## src/rtl/cdb_arbiter.sv

```systemverilog
// cdb_arbiter: transmitter side of the common data bus.
//
// Each functional unit owns a one-entry holding buffer. A round-robin arbiter
// picks one valid buffer per cycle and drives its (tag, value) onto the bus,
// which reservation stations, map table and ROB consume.
//
// Ports:
//   clock, reset   system clock; asynchronous active-high reset
//   flush          synchronous squash of every buffered and in-flight result
//   fu_done        per-FU "result available" strobe
//   fu_rob_tag     per-FU ROB tag, slice [i*TAG_W +: TAG_W]
//   fu_value       per-FU result value, slice [i*XLEN +: XLEN]
//   fu_ready       per-FU "buffer can take a result this cycle"
//   cdb_valid      broadcast valid
//   cdb_rob_tag    broadcast tag, forced to 0 when the bus is idle
//   cdb_value      broadcast value, forced to 0 when the bus is idle
//   cdb_fu_idx     which FU the current broadcast came from

module cdb_arbiter #(
    parameter int NUM_FU = 5,
    parameter int TAG_W  = 5,
    parameter int XLEN   = 32,
    localparam int IDX_W = (NUM_FU > 1) ? $clog2(NUM_FU) : 1
) (
    input  logic                      clock,
    input  logic                      reset,
    input  logic                      flush,
    input  logic [NUM_FU-1:0]         fu_done,
    input  logic [NUM_FU*TAG_W-1:0]   fu_rob_tag,
    input  logic [NUM_FU*XLEN-1:0]    fu_value,
    output logic [NUM_FU-1:0]         fu_ready,
    output logic                      cdb_valid,
    output logic [TAG_W-1:0]          cdb_rob_tag,
    output logic [XLEN-1:0]           cdb_value,
    output logic [IDX_W-1:0]          cdb_fu_idx
);

    logic [NUM_FU-1:0] buf_valid;
    logic [TAG_W-1:0]  buf_tag   [NUM_FU];
    logic [XLEN-1:0]   buf_value [NUM_FU];
    logic [IDX_W-1:0]  rr_ptr;

    logic              grant_any;
    logic [IDX_W-1:0]  grant_idx;
    logic [NUM_FU-1:0] grant;
    logic [IDX_W-1:0]  next_ptr;
    logic [NUM_FU-1:0] accept;
    int                cand;
    logic [IDX_W-1:0]  cand_idx;

    // Round-robin pick: first valid buffer at or after rr_ptr, wrapping.
    always_comb begin
        grant_any = 1'b0;
        grant_idx = '0;
        grant     = '0;
        cand      = 0;
        cand_idx  = '0;
        for (int off = 0; off < NUM_FU; off++) begin
            cand = int'(rr_ptr) + off;
            if (cand >= NUM_FU) begin
                cand = cand - NUM_FU;
            end
            cand_idx = cand[IDX_W-1:0];
            if (!grant_any && buf_valid[cand_idx]) begin
                grant_any = 1'b1;
                grant_idx = cand_idx;
            end
        end
        if (grant_any) begin
            grant[grant_idx] = 1'b1;
        end
    end

    assign next_ptr = (grant_idx == IDX_W'(NUM_FU - 1)) ? '0 : grant_idx + IDX_W'(1);

    // Ready comes only from registered state and the arbiter: a buffer being
    // drained this cycle can be refilled in the same cycle, which is what lets
    // a lone FU stream back-to-back.
    assign fu_ready = ~buf_valid | grant;
    assign accept   = fu_done & fu_ready;

    // Buffers, round-robin pointer and the registered bus outputs. Flush beats
    // both acceptance and grant; a tag-0 result completes its handshake but is
    // dropped since nothing downstream may ever see a real broadcast of tag 0.
    always_ff @(posedge clock or posedge reset) begin
        if (reset) begin
            buf_valid   <= '0;
            for (int i = 0; i < NUM_FU; i++) begin
                buf_tag[i]   <= '0;
                buf_value[i] <= '0;
            end
            rr_ptr      <= '0;
            cdb_valid   <= 1'b0;
            cdb_rob_tag <= '0;
            cdb_value   <= '0;
            cdb_fu_idx  <= '0;
        end else if (flush) begin
            buf_valid   <= '0;
            cdb_valid   <= 1'b0;
            cdb_rob_tag <= '0;
            cdb_value   <= '0;
        end else begin
            for (int i = 0; i < NUM_FU; i++) begin
                if (accept[i] && (fu_rob_tag[i*TAG_W +: TAG_W] != '0)) begin
                    buf_valid[i] <= 1'b1;
                    buf_tag[i]   <= fu_rob_tag[i*TAG_W +: TAG_W];
                    buf_value[i] <= fu_value[i*XLEN +: XLEN];
                end else if (grant[i]) begin
                    buf_valid[i] <= 1'b0;
                end
            end
            if (grant_any) begin
                cdb_valid   <= 1'b1;
                cdb_rob_tag <= buf_tag[grant_idx];
                cdb_value   <= buf_value[grant_idx];
                cdb_fu_idx  <= grant_idx;
                rr_ptr      <= next_ptr;
            end else begin
                cdb_valid   <= 1'b0;
                cdb_rob_tag <= '0;
                cdb_value   <= '0;
            end
        end
    end

endmodule

```

## config.mk

```make
export PLATFORM = sky130hd
export DESIGN_NAME = cdb_arbiter
export DESIGN_NICKNAME = d
export VERILOG_FILES = /design/src/rtl/cdb_arbiter.sv
export SDC_FILE = /design/constraint.sdc
export NUM_CORES = 1
export LEC_CHECK = 0
export BUFFER_PORTS_ARGS = -buffer_cell sky130_fd_sc_hd__buf_2
export CAP_MARGIN = 0
export CORE_UTILIZATION = 50
export CTS_CLUSTER_SIZE = 12
export DETAILED_ROUTE_END_ITERATION = 10
export HOLD_SLACK_MARGIN = 0.02
export PLACE_DENSITY = 0.77
export SYNTH_ARGS = -nofsm -noshare
export SYNTH_HDL_FRONTEND = slang
export SYNTH_SLANG_ARGS = --single-unit
```

## constraint.sdc

```tcl
create_clock -name clock -period 6.6 [get_ports clock]
set_input_delay 0.33 -clock clock [delete_from_list [all_inputs] [get_ports clock]]
set_output_delay 0.33 -clock clock [all_outputs]
set_load 0.01 [all_outputs]
```

==> impl_metrics.json <==
{
  "avgSynthCellArea_sq_um": 11.8,
  "setup_slack_ns": 1.08,
  "numCtsBuffers": 25,
  "clock_sinks": 234,
  "syn_nets": 1177,
  "yosys_warnings": 0,
  "hpwl_mm": 22.3,
  "hold_path.class": "in -> reg",
  "slew_headroom": 0.340,
  "synth_top_area_share": 0.511,
  "grt_pass1_wl_mm": 53.0,
  "wire_per_inst_um": 22.3,
  "nets": 1425,
  "clock_skew_ns": 0.0180,
  "grt_use_total": 0.290,
  "ios": 239,
  "grt_pass1_vias": 9484,
  "slew_viol_final": 0,
  "firstDrtPassIters": 5,
  "hold_viol_final": 0,
  "timing.setup.tns_ns": 0,
  "dieWidth_um": 153,
  "critical_path_class": "reg -> out",
  "postCtsResizedCells": 0,
  "synth_top_cell_by_area": "dfrtp_1",
  "maxCapViolCount": 0,
  "synth_edf_count": 0,
  "arrival_ns": 5.19,
  "crit_path_start_kind": "flop",
  "dieHeight_um": 153,
  "worst_pin_slew_ns": 0.990,
  "cts_tree": "done",
  "cp_common_cell": "ha_1",
  "synth_top_flop_cell": "dfrtp_1",
  "worst-path-buf-inv": 3,
  "clockRootBuffer": "clkbuf_16",
  "post-route-util": 0.629,
  "cp_max_fo": 24,
  "critPathMaxStageDelay_ns": 0.62,
  "crit_family": "compound AO/OA/AOI/OAI gates",
  "syn_to_final_growth_pct": 23.9,
  "clk_latency_ns": 0.53,
  "first_iter_violations": 756,
  "gp_congestion": 0.884,
  "synth.cell_area_sq_um": 11500,
  "port_buffers": 238,
  "finalWirelength_mm": 34.2,
  "num_rows": 55,
  "clkSlewWorstSetupHoldPaths_ns": 0.06,
  "ant_nets": 0,
  "reg2reg_slack_ns": 1.62,
  "ys_ff_latch": 234,
  "rsz0062_at_grt": "no",
  "drive_gt1_frac": 0.448,
  "crit_path_end_kind": "primary output",
  "ys_async_sr_fraction": 1.00,
  "drc": 0,
  "vias": 9257,
  "crit_cells": 13,
  "crit_path_cell_trace": "inv_1 -> ha_1 -> ha_1 -> a21oi_2 -> and3_1 -> or3_1 -> o31ai_2 -> a22oi_1 -> o21ai_4 -> buf_4 -> nand2_1 -> o21ai_0 -> buf_2",
  "regToRegStartpoint": "rr_ptr[1]",
  "start_util": 0.508,
  "antenna_found_initial": 13,
  "startpoint": "rr_ptr[1]",
  "fin_crit_ns": 5.52,
  "grt.overflow.total": 0,
  "seq_area_frac_synth": 0.511,
  "ys_top_cells_by_count": "dfrtp_1 (234), mux2_2 (122), nand2_1 (93)",
  "setup_viol": 0,
  "cts_htree_levels": 1,
  "reg2reg_depth": 12,
  "fmax_mhz": 181,
  "grt_max_degree": 159,
  "placeableCoreArea_sq_um": 22600,
  "synthesis.instances": 974,
  "synth_cell_types": 75,
  "worstPathRequired_ns": 6.27,
  "avgViaCountPerCell": 6.04,
  "post-route-period-util": 0.837,
  "synth_area_leaders": "dfrtp_1 (51%), mux2_2 (12%), o221a_2 (7.3%), mux2_4 (3.9%), nand2_1 (3.0%)",
  "synth_most_common_cell": "dfrtp_1",
  "pre_cts_ws_ns": 1.67,
  "cp_slowest_cell": "dfrtp_1",
  "clockBufferDepth": 3,
  "dieArea_sq_um": 23500,
  "status": "finished, final reports clean",
  "crit_path_end": "fu_ready[3]",
  "reg2reg_to": "cdb_value[13]"
}
==> kinds of logic (layout without fill, tap and decap cells) <==
logic type / Yosys count / count (layout) / synth area share
AO/OA/AOI/OAI: 271 / 271 / 0.182
flip-flops: 234 / 234 / 0.511
AND/OR/NAND/NOR: 199 / 199 / 0.0870
multiplexers: 158 / 158 / 0.167
buffers and inverters: 100 / 363 / 0.0404
adder cells (fa/ha/maj): 10 / 10 / 0.0116
XOR/XNOR: 2 / 2 / 0.00153
other: 0 / 11 / 0
==> worst register-to-register path, stage by stage, from the launching register on <==
cell and delay (ns):
dfrtp_1 0.62, inv_1 0.21, ha_1 0.26, ha_1 0.47, a21oi_2 0.16, and3_1 0.21, or3_1 0.42, o31ai_2 0.47
a22oi_1 0.22, o21a_2 0.37, a21oi_1 0.36, nand2b_2 0.82, o221a_2 0.34
==> area by class of cell <==
type,instances,area [sq um]
Clock inverter,5,90.1
Antenna cell,11,27.5
Multi-Input combinational cell,640,5200
Tap cell,285,357
Sequential cell,234,5860
Clock buffer,37,711
Inverter,15,60.1
Fill cell,1785,8370
Timing Repair Buffer,306,1900
==> how the worst min path moves through the flow <==
| stage | slack [ns] | endpoint | startpoint | cells after the start |
|---|---|---|---|---|
| floorplan | 0.47 | buf_value[100] | buf_value[100] | 1 |
| global placement | 0.49 | buf_value[2] | buf_value[2] | 1 |
| detailed placement | 0.49 | buf_value[127] | buf_value[127] | 1 |
| CTS | 0.02 | buf_value[49] | fu_value[113] | 2 |
| global route | 0.02 | buf_value[51] | fu_value[115] | 2 |
| finish | 0.04 | buf_value[48] | fu_value[112] | 2 |
==> per-layer routing <==
metal	wire length [um]	vias to the layer above	GRT usage
li1	-	4144	-
met1	13900	4590	0.377
met2	16400	431	0.468
met3	2390	90	0.0559
met4	1430	2	0.137
met5	8	-	0
==> per-stage QoR <==
step / hold WS, ns / cell area (sq um) / cells
6_report: 0.0360 / 14200 / 1533
4_1_cts: 0.0205 / 14100 / 1512
3_5_place_dp: 0.485 / 12900 / 1431
3_3_place_gp: 0.487 / 12900 / 1431
5_1_grt: 0.0220 / 14200 / 1532
2_1_floorplan: 0.474 / 11500 / 974
==> sequential cells by signal (all words and copies together), names as in the netlist <==
name and cells:
buf_tag 25, cdb_fu_idx 3, buf_value 160, cdb_valid 1, buf_valid 5, rr_ptr 3, cdb_value 32, cdb_rob_tag 5
==> what timing repair did <==
item,CTS,global route
hold buffers,39,10
hold endpoints to repair,39,10
buffers inserted,0,0
==> cells in the final DEF (no fill, tap or decap), drive strengths merged, types with 4 or more instances in the layout <==
cell / synthesis / routed
ha: 9 / 9
mux2i: 4 / 4
dfrtp: 234 / 234
and3: 6 / 6
nor2b: 4 / 4
nand2: 93 / 93
o22ai: 40 / 40
or3: 5 / 5
inv: 14 / 14
clkbuf: 49 / 37
diode: 0 / 11
dlygate4sd3: 0 / 49
or4: 4 / 4
nor2: 11 / 11
buf: 36 / 257
o221a: 74 / 74
o211ai: 6 / 6
nand3: 43 / 43
o21a: 7 / 7
nor3: 5 / 5
a21oi: 52 / 52
nand2b: 10 / 10
o21ai: 54 / 54
mux2: 152 / 152
Power is left out: the tool's default activity adds up to more than one toggle a clock period on the data nets, which glitch-free logic cannot reach.
